==> src/rtl/mtimer_ctrl_if.sv <==
// Word-wide MMIO request/acknowledge port of the machine timer controller.
// The requester holds req until ack and drops it in the ack cycle.
interface mtimer_ctrl_if;
  logic        req;
  logic        we;
  logic [2:0]  addr;
  logic [31:0] wdata;
  logic [31:0] rdata;
  logic        ack;
  logic        err;

  modport master (
    output req,
    output we,
    output addr,
    output wdata,
    input  rdata,
    input  ack,
    input  err
  );

  modport slave (
    input  req,
    input  we,
    input  addr,
    input  wdata,
    output rdata,
    output ack,
    output err
  );
endinterface

==> src/rtl/mtimer_ctrl.sv <==
// Machine timer: prescaled 64-bit mtime, staged 64-bit mtimecmp, EN control and a level
// interrupt, all reachable through a one-access-per-two-cycles MMIO req/ack port.
module mtimer_ctrl #(
  parameter int unsigned PRESCALE = 1,
  parameter int unsigned PS_W     = 16
) (
  input  logic         clk,
  input  logic         reset,
  mtimer_ctrl_if.slave bus,
  output logic         irq_mtimecmp
);

  typedef enum logic [0:0] {
    StIdle,
    StAck
  } state_e;

  localparam logic [2:0] AddrMtimeLo = 3'd0;
  localparam logic [2:0] AddrMtimeHi = 3'd1;
  localparam logic [2:0] AddrCmpLo   = 3'd2;
  localparam logic [2:0] AddrCmpHi   = 3'd3;
  localparam logic [2:0] AddrCtrl    = 3'd4;

  localparam logic [PS_W-1:0] PsLast = PS_W'(PRESCALE - 1);

  state_e      state_q, state_d;
  logic [63:0] mtime_q, mtime_d;
  logic [PS_W-1:0] ps_q, ps_d;
  logic [63:0] cmp_q, cmp_d;
  logic [31:0] stage_q, stage_d;
  logic [31:0] snap_q, snap_d;
  logic        en_q, en_d;
  logic [31:0] rdata_q, rdata_d;
  logic        ack_q, ack_d;
  logic        err_q, err_d;
  logic        irq_q, irq_d;
  logic        tick;
  logic        access;

  // Handshake FSM: an access is performed on the edge that leaves StIdle.
  always_comb begin
    state_d = state_q;
    access  = 1'b0;
    unique case (state_q)
      StIdle: begin
        if (bus.req) begin
          access  = 1'b1;
          state_d = StAck;
        end
      end
      StAck:   state_d = StIdle;
      default: state_d = StIdle;
    endcase
  end

  always_comb begin
    tick    = en_q && (ps_q == PsLast);
    ps_d    = ps_q;
    mtime_d = mtime_q;
    if (en_q) begin
      ps_d = tick ? '0 : ps_q + 1'b1;
    end
    if (tick) begin
      mtime_d = mtime_q + 64'd1;
    end

    cmp_d   = cmp_q;
    stage_d = stage_q;
    snap_d  = snap_q;
    en_d    = en_q;
    rdata_d = '0;
    ack_d   = access;
    err_d   = 1'b0;
    irq_d   = en_q && (mtime_q >= cmp_q);

    if (access && !bus.we) begin
      case (bus.addr)
        AddrMtimeLo: begin
          rdata_d = mtime_q[31:0];
          snap_d  = mtime_q[63:32];
        end
        AddrMtimeHi: rdata_d = snap_q;
        AddrCmpLo:   rdata_d = cmp_q[31:0];
        AddrCmpHi:   rdata_d = cmp_q[63:32];
        AddrCtrl:    rdata_d = {31'd0, en_q};
        default:     err_d   = 1'b1;
      endcase
    end

    // A software write to mtime drops any coincident tick and restarts the prescaler.
    if (access && bus.we) begin
      case (bus.addr)
        AddrMtimeLo: begin
          mtime_d = {mtime_q[63:32], bus.wdata};
          ps_d    = '0;
        end
        AddrMtimeHi: begin
          mtime_d = {bus.wdata, mtime_q[31:0]};
          ps_d    = '0;
        end
        AddrCmpLo:   stage_d = bus.wdata;
        AddrCmpHi:   cmp_d   = {bus.wdata, stage_q};
        AddrCtrl:    en_d    = bus.wdata[0];
        default:     err_d   = 1'b1;
      endcase
    end
  end

  always_ff @(posedge clk) begin
    if (reset) begin
      state_q <= StIdle;
      mtime_q <= '0;
      ps_q    <= '0;
      cmp_q   <= '1;
      stage_q <= '1;
      snap_q  <= '0;
      en_q    <= 1'b0;
      rdata_q <= '0;
      ack_q   <= 1'b0;
      err_q   <= 1'b0;
      irq_q   <= 1'b0;
    end else begin
      state_q <= state_d;
      mtime_q <= mtime_d;
      ps_q    <= ps_d;
      cmp_q   <= cmp_d;
      stage_q <= stage_d;
      snap_q  <= snap_d;
      en_q    <= en_d;
      rdata_q <= rdata_d;
      ack_q   <= ack_d;
      err_q   <= err_d;
      irq_q   <= irq_d;
    end
  end

  assign bus.rdata    = rdata_q;
  assign bus.ack      = ack_q;
  assign bus.err      = err_q;
  assign irq_mtimecmp = irq_q;

endmodule

==> src/flat_wrapper.sv <==
// flat-port wrapper written by rule: the top's interface ports become plain ports
module mtimer_ctrl_flat 
#(
  parameter int unsigned PRESCALE = 1,
  parameter int unsigned PS_W     = 16
)
  (clk, reset, irq_mtimecmp, bus_req, bus_we, bus_addr, bus_wdata, bus_rdata, bus_ack, bus_err);
  mtimer_ctrl_if bus_i ();
  input  logic clk;
  input  logic reset;
  output logic irq_mtimecmp;
  input wire logic [$bits(bus_i.req)-1:0] bus_req;
  input wire logic [$bits(bus_i.we)-1:0] bus_we;
  input wire logic [$bits(bus_i.addr)-1:0] bus_addr;
  input wire logic [$bits(bus_i.wdata)-1:0] bus_wdata;
  output wire logic [$bits(bus_i.rdata)-1:0] bus_rdata;
  output wire logic [$bits(bus_i.ack)-1:0] bus_ack;
  output wire logic [$bits(bus_i.err)-1:0] bus_err;
  assign bus_i.req = bus_req;
  assign bus_i.we = bus_we;
  assign bus_i.addr = bus_addr;
  assign bus_i.wdata = bus_wdata;
  assign bus_rdata = bus_i.rdata;
  assign bus_ack = bus_i.ack;
  assign bus_err = bus_i.err;
  mtimer_ctrl #(.PRESCALE(PRESCALE), .PS_W(PS_W)) u_core (.clk(clk), .reset(reset), .bus(bus_i), .irq_mtimecmp(irq_mtimecmp));
endmodule
==> config.mk <==
export PLATFORM = sky130hd
export DESIGN_NAME = mtimer_ctrl_flat
export DESIGN_NICKNAME = d
export VERILOG_FILES = /design/src/rtl/mtimer_ctrl_if.sv /design/src/rtl/mtimer_ctrl.sv /design/src/flat_wrapper.sv
export SDC_FILE = /design/constraint.sdc
export NUM_CORES = 1
export LEC_CHECK = 0
export CAP_MARGIN = 10
export CORE_UTILIZATION = 35
export CTS_CLUSTER_SIZE = 16
export DETAILED_ROUTE_END_ITERATION = 8
export GPL_TIMING_DRIVEN = 0
export PLACE_DENSITY = 0.52
export REMOVE_ABC_BUFFERS = 1
export SLEW_MARGIN = 10
export SYNTH_ARGS = -nofsm -noshare
export SYNTH_HDL_FRONTEND = slang
export SYNTH_SLANG_ARGS = --single-unit
==> constraint.sdc <==
create_clock -name clk -period 6.4 [get_ports clk]
set_input_delay 0.64 -clock clk [delete_from_list [all_inputs] [get_ports clk]]
set_output_delay 0.64 -clock clk [all_outputs]
set_load 0.005 [all_outputs]
**Yosys cells after proc, flatten, opt, wreduce, memory -nomap -nowiden**

Cells that the tools add are included.

- Register bits: 245
- Bits in latches: 0
- RAM bits: 0
- Bits in read-only memories: 0
- Input bits: 39
- Output and inout port bits: 35
- Word-level logic and storage cells: 52
- Memories kept: 0

- $add $sub $neg: 2
- Multipliers: 0
- Div/mod/pow operators: 0
- Magnitude comparators: 1
- Eq/ne operators: 6
- Shifts and indexed selects: 0
- Muxes and demuxes: 15
- Bitwise gates (word level): 2
- Reductions and logical operators: 14

Operators with widths:

| kind | count |
|---|---|
| one-hot mux 32 bit (5 select lines) | 1 |
| 2-to-1 mux 64 bit | 2 |
| one-hot mux 64 bit (2 select lines) | 1 |
| adder 64 x 1 -> 64 bit (second input constant) | 1 |
| >= comparator 64 bit | 1 |
| 2-to-1 mux 16 bit | 4 |
| adder 16 x 1 -> 16 bit (second input constant) | 1 |
| logical NOT 16 bit | 1 |
| AND reduction 2 bit | 4 |
| equality test 3 x 2 -> 1 bit (second input constant) | 2 |
| 2-to-1 mux 1 bit | 6 |
| OR reduction 5 bit | 1 |
| logical AND 1 bit | 4 |
| inequality test 2 bit (second input constant) | 2 |
| OR reduction 2 bit | 2 |
| equality test 3 x 1 -> 1 bit (second input constant) | 1 |
| equality test 3 bit (second input constant) | 1 |
| logical NOT 3 bit | 1 |
| inverter 1 bit | 2 |
| one-hot mux 1 bit (2 select lines) | 1 |
| logical NOT 1 bit | 1 |

**Longest topological paths before layout**

- Depth in word-level cells: 6
- Mapped depth: 9
- Mapped depth without buffers: 8

**Worst setup path before layout**

OpenSTA, ideal clock, no wires.

- Kind: in2reg
- From: input bus_addr[0]
- To: register u_core.cmp_q[10]
- Setup time: 0.141 ns
- Arrival time: 2.226 ns
- Data required time: 6.259 ns
- Slack: 4.033 ns
- Stages on the path: 8
- Buffers on the path: 5
- Cells stage by stage: clkbuf_1 and3b_1 clkbuf_1 and2_1 clkbuf_1 clkbuf_1 buf_1 o211ai_1

- Longest elaborated chain between the ends: 2

RTL lines:

| item | line | RTL |
|---|---|---|
| start: declaration | flat_wrapper.sv:14 | `input wire logic [$bits(bus_i.addr)-1:0] bus_addr;` |
| equality test 3 x 2 -> 1 bit | mtimer_ctrl.sv:92 | `case (bus.addr)` |
| AND reduction 2 bit (no line) | -- |  |
| end signal: assignment | mtimer_ctrl.sv:126 | `cmp_q <= cmp_d;` |
| end: declaration | mtimer_ctrl.sv:29 | `logic [63:0] cmp_q, cmp_d;` |

No other way between the ends.
A chain may end at the register's enable or synchronous reset.

**Worst setup path after layout**

- From: input bus_addr[0]
- To: register u_core.mtime_q[43]

- Longest elaborated chain between the ends: 3
- Elaborated cells between the ends (all ways): 5
- Those cells by class: 2 x eq/ne; 2 x mux; 1 x reduce/logical

RTL lines:

| item | line | RTL |
|---|---|---|
| equality test 3 x 1 -> 1 bit or logical NOT 3 bit (tied branches) | mtimer_ctrl.sv:92 |  |
| one-hot mux 64 bit (2 select lines) | mtimer_ctrl.sv:92 |  |
| 2-to-1 mux 64 bit | mtimer_ctrl.sv:91 | `if (access && bus.we) begin` |
| end signal: assignment | mtimer_ctrl.sv:124 | `mtime_q <= mtime_d;` |
| end: declaration | mtimer_ctrl.sv:27 | `logic [63:0] mtime_q, mtime_d;` |

Parallel ways exist; a longest one is shown, timed or not.

==> flow_summary.toml <==
[sta]
fin_crit_sh = 0.542
fmax_mhz = 289
finalSetupTns_ns = 0
finalHoldViolCount = 0
period_needed_ns = 3.47
slew_violations = 0
skew_ns = 0.0102
setup_viol = 0
maxSlewHeadroom = 0.264
tightest_slew_ns = 1.10
rsz0062_at_grt = "no"

[global_routing]
antenna_found_initial = 0
overflow = 0
grt_pass1_vias = 10527
grtUsageTotal = 0.217
grt_max_degree = 71
grt_pass1_wl_mm = 61.9

[power]
seqPwrFrac = 0.436
swShare = 0.229
comb_power_share = 0.056
p_switching_w = 0.000821
p_clk_frac = 0.508
p_per_area_mw_per_mm2 = 246
p_leak_nw = 5.55
intPower_w = 0.00276
ir_drop_mv = 0.204

[yosys]
synth_top_area_frac = 0.396
synthArstFlopShare = 0
syn_area_per_cell_sq_um = 8.45
ys_ff_latch = 244
ys_types = 82
synth_edf_count = 0
yosysTopAreaCell = "dfxtp_1"
synthTopCellsByCount = "244 x dfxtp_1, 220 x nand2_1, 119 x a21oi_1"
synth_area_leaders = "dfxtp_1 40%, ha_1 6.8%, nand2_1 6.7%, a22oi_1 4.9%, a21oi_1 4.8%"
seq_area_frac_synth = 0.396
syn_inst = 1461
netlist_area_sq_mm = 0.0123
yosysWarnings = 0
synth-main-ff-cell = "dfxtp_1"
yosysMostFrequentCell = "dfxtp_1"

[setup_path]
cp-end-kind = "flop"
crit_fanout = 33
critical_path_arrival_ns = 3.91
start_kind = "input port"
crit_required_ns = 6.85
crit_type = "input port to flop"

[detailed_routing]
wl_per_cell_um = 20.0
vias_per_cell = 5.70
vias = 11174
drcViolationCount = 0
postRouteAntennaNets = 0
drtPass1Iterations = 5
drt_iter0_markers = 863
routed_wirelength_mm = 39.2

[placed_design]
dpl_cell_area_sq_mm = 0.0135
io_buffers = 73
place_congestion = 0.838
place_hpwl_mm = 27.6

[floorplan]
coreArea_sq_mm = 0.0346
die_h_um = 190
ios = 74
die_w_um = 190
initial_core_util = 0.357
rows = 68
die_area_sq_mm = 0.0360

[clocking]
ctsResizeCount = 0
cts.path.max_buffers = 3
cts_tree = "yes"
cts_sinks = 244
cts_buffers = 29
cts_root_buffer = "clkbuf_16"
clk-insertion-delay-late_ns = 0.55
clk_pin_slew_ns = 0.06
cts_hold_buf = 0
ctsHtreeMaxLevel = 1
cts_setup_buffers = 0

[final_layout]
fin_area_sq_mm = 0.0146
nets = 1590
drive_above_1_share = 0.0757
synthToLayoutAreaGrowth_pct = 18.1
n_antenna_cell = 0

[run]
drv_cap = 0

[hold_path]
min_path_type = "flop to flop"

[status]
status = "complete, no violations"
registers in the layout, indices dropped and copies added, names as in the netlist:
signal	flops
u_core.cmp_q	64
u_core.mtime_q	64
u_core.bus.rdata	32
u_core.snap_q	32
u_core.stage_q	32
u_core.ps_q	16
u_core.bus.err	1
u_core.en_q	1
u_core.irq_mtimecmp	1
u_core.state_q	1
power by group through the flow:
stage,clock network (W),registers [W],logic (W)
floorplan,0,0.00159,0.0000923
global placement,0,0.00159,0.000190
detailed placement,0,0.00159,0.000199
CTS,0.00186,0.00156,0.000201
global route,0.00192,0.00156,0.000217
finish,0.00182,0.00156,0.000200
metal layers:
layer | share of wire | track usage | up-vias | wire, um
met3 | 0.051 | 0.0225 | 47 | 1990
met2 | 0.46 | 0.355 | 293 | 18100
li1 | - | - | 5425 | -
met4 | 0.015 | 0.0437 | 0 | 592
met1 | 0.47 | 0.308 | 5409 | 18500
met5 | 0 | 0 | - | 0
final timing paths:
check	start	endpoint	slack, ns	cells after the start
max	bus_addr[0]	u_core.mtime_q[43]	2.93	8
min	u_core.snap_q[2]	u_core.snap_q[2]	0.45	2
min reg2reg	u_core.snap_q[2]	u_core.snap_q[2]	0.45	2
max reg2reg	u_core.mtime_q[16]	u_core.mtime_q[55]	3.26	6
worst max-delay path, stage by stage:
cell	delay (ns)
clkdlybuf4s50_1	0.70
nor3b_2	0.66
buf_6	0.23
and2_2	0.68
nor2_1	0.44
nand2_1	0.17
a31oi_1	0.05
a211o_1	0.28
through the flow:
| step | instances | worst slack (ns) | hold slack, ns | total power, W | utilization |
|---|---|---|---|---|---|
| 2_1_floorplan | 1358 | 2.11 | 0.427 | 0.00168 | - |
| 3_3_place_gp | 1886 | -4.24 | 0.443 | 0.00178 | 0.380 |
| 5_1_grt | 1961 | 2.85 | 0.470 | 0.00370 | 0.421 |
| 6_report | 1961 | 2.93 | 0.453 | 0.00358 | 0.421 |
| 3_5_place_dp | 1908 | 2.47 | 0.447 | 0.00179 | 0.390 |
| 4_1_cts | 1961 | 3.04 | 0.455 | 0.00362 | 0.421 |
cell usage in the layout (no fill, tap or decap), drive strengths merged, types with 4 or more instances in the layout:
master	n
clkinv	5
nor3	36
nand4b	4
o221ai	16
and4	6
and3	15
o211ai	69
bufinv	5
or3	19
a211oi	11
nand2b	5
clkdlybuf4s50	72
nand4	45
clkbuf	42
a222oi	4
nor4	19
a22oi	80
nor2	62
o21ai	38
a21oi	119
xor2	24
inv	73
nand3	42
mux2i	34
nand2	220
a21o	7
and2	8
buf	23
a311oi	7
o22ai	6
nor2b	4
ha	67
dfxtp	244
xnor2	7
a31oi	17
final cells by class:
type                       count  area [sq um]
fill                        3441         20000
clock buffer                  42           875
tap                          455           569
inverter                      74           283
multi-input combinational   1040          6740
clock inverter                11           189
sequential                   244          4880
timing repair buffer          95          1040
cells by family after synthesis:
group	share of synthesized area
XOR/XNOR	0.0220
AND/OR/NAND/NOR	0.203
multiplexers	0.0294
flip-flops	0.396
AO/OA/AOI/OAI	0.220
buffers and inverters	0.0623
adder cells (fa/ha/maj)	0.0679
No activity file was read; power rests on OpenSTA's default activity.
==> edit: new RTL, same flow settings <==
The output `irq_mtimecmp` loses its register stage (`irq_q` becomes a continuous assignment).
--- a/src/rtl/mtimer_ctrl.sv
+++ b/src/rtl/mtimer_ctrl.sv
@@ -118,7 +118,6 @@
       rdata_q <= '0;
       ack_q   <= 1'b0;
       err_q   <= 1'b0;
-      irq_q   <= 1'b0;
     end else begin
       state_q <= state_d;
       mtime_q <= mtime_d;
@@ -130,9 +129,10 @@
       rdata_q <= rdata_d;
       ack_q   <= ack_d;
       err_q   <= err_d;
-      irq_q   <= irq_d;
     end
   end
+
+  assign irq_q = irq_d;
 
   assign bus.rdata    = rdata_q;
   assign bus.ack      = ack_q;
Behaviour: not the same (Yosys sat finds a counterexample within 10 cycles, from zero or initial values and one cycle with reset high).
==> edit against the original RTL <==
Setup slack worse by 0.70 ns; sequential cell count down 1; routed wire length up 6.1%; synthesized cell count up 4.7%; largest cell class unchanged; die area up 1.3%; total power down 3.8%; final area up 0.89%; area after synthesis up 1.3%.
==> edit: results (changes against the original RTL) <==
Status
  • Status: finished, final reports clean

Critical path
  • Worst endpoint data arrival time: 3.53 ns (-0.38 ns)
  • Worst path slowest cell: o21ai_0
  • Maximum single-stage delay on the critical path: 0.62 ns (-0.08 ns)
  • Cell family with most CP delay: compound AO/OA/AOI/OAI gates
  • CP max FO: 6 (-82%)

Timing
  • Clock skew: 0.0366 ns (+0.0264 ns)
  • Slew headroom: 19.3% (-7.1 points)

Placement
  • Area after DPL: 0.0138 mm² (+1.7%)
  • GPL Wtd Cong: 0.858 (+2.4%)
  • Placed Instances: 1976 (+3.6%)

CTS
  • CTS Buf Count: 28 (-3.4%)
  • Clk_lat worst skew: 0.58 ns (+0.03 ns)

GRT
  • Vias in the first global route: 11113 (+5.6%)
  • Total track usage: 22.8% (+1.0 points)
  • First-pass GRT wire length: 65000 µm (+5.0%)
  • Pin count of the biggest net entering global routing: 94 (+32%)

Synth
  • Sequential-to-total area share from yosys stat: 38.9% (-0.69 points)
  • Post-synth top cells: dfxtp_1, nand2_1, a21oi_1, clkbuf_1, nor2_1
  • Top post-synthesis cells by area: dfxtp_1, nand2_1, ha_1

Cells and area
  • Share of layout cells above drive strength 1: 7.13% (-0.44 points)

Detailed routing
  • Initial detailed-routing violation count: 919 (+6.5%)
  • Total Wirelength: 41600 µm (+6.1%)
  • Vias per cell: 5.74 (+0.78%)

Pwr
  • Leak pwr: 5.59 nW (+0.70%)
  • Worst VDD drop: 0.000218 V (+6.6%)
==> edit: cell types whose count changed in the layout (fill, tap and decap cells not counted), moves of 5 or more <==
cell      delta
nor2_1      +24
nand2_1     +18
or3_1       -12
and3_1      +11
nor4_1      +11
xor2_1      -11
a21oi_1     +10
and4_1       +9
nand3_1      +7
a211oi_1     +6
nor3_1       -6
a22oi_1      -5
o21ai_0      +5
xnor2_1      +5
==> edit: tightest hold or removal path, stage by stage, from the launching register on <==
cell and delay [ns]:
dfxtp_1 0.32, nand2_1 0.05, o211ai_1 0.07
==> edit: stage by stage <==
stage / setup WS (ns) / setup TNS [ns] / total power [mW]
2_1_floorplan: 0.476 / 0 / 1.67
3_3_place_gp: -3.89 / -484.91 / 1.78
3_5_place_dp: 2.63 / 0 / 1.79
4_1_cts: 2.27 / 0 / 3.48
5_1_grt: 2.04 / 0 / 3.55
6_report: 2.23 / 0 / 3.44
==> edit: routing by layer <==
layer	vias to the layer above	global-route usage, %	part of all wire, %
met3	59	2.31	5.9
li1	5643	-	-
met1	5584	33.0	48
met5	-	0	0
met4	0	5.86	2.0
met2	349	35.8	44
==> edit: cell type report <==
class                           instances  area, µm²
Sequential cell                       243       4860
Multi-Input combinational cell       1102       6970
Fill cell                            3568      20200
Inverter                               73        279
Clock inverter                          8        126
Tap cell                              455        569
Clock buffer                           42        833
Timing Repair Buffer                  103       1070
==> edit: worst paths after layout <==
path                                   startpoint                 end  slack, ns  cells after the start
worst max register to register     u_core.ps_q[5]  u_core.mtime_q[32]       2.92                      6
worst min-delay path            u_core.stage_q[8]     u_core.cmp_q[8]       0.45                      2
worst max-delay path            u_core.mtime_q[0]        irq_mtimecmp       2.23                      9
worst min register to register  u_core.stage_q[8]     u_core.cmp_q[8]       0.45                      2
==> edit: power groups by stage <==
stage | registers, mW | clock network, mW | logic, mW
6_report | 1.55 | 1.69 | 0.202
5_1_grt | 1.56 | 1.77 | 0.222
4_1_cts | 1.55 | 1.72 | 0.203
3_5_place_dp | 1.59 | 0 | 0.201
3_3_place_gp | 1.59 | 0 | 0.192
2_1_floorplan | 1.58 | 0 | 0.0934
==> edit: kinds of logic after synthesis <==
| logic type | synth area share (%) |
|---|---|
| xor gates and xnor gates | 1.75 |
| adders and majority gates | 6.70 |
| DFF | 38.9 |
| muxes | 3.07 |
| buffers and inverters | 5.80 |
| and+or+nand+nor | 21.6 |
| AOI/OAI and AO/OA | 22.2 |
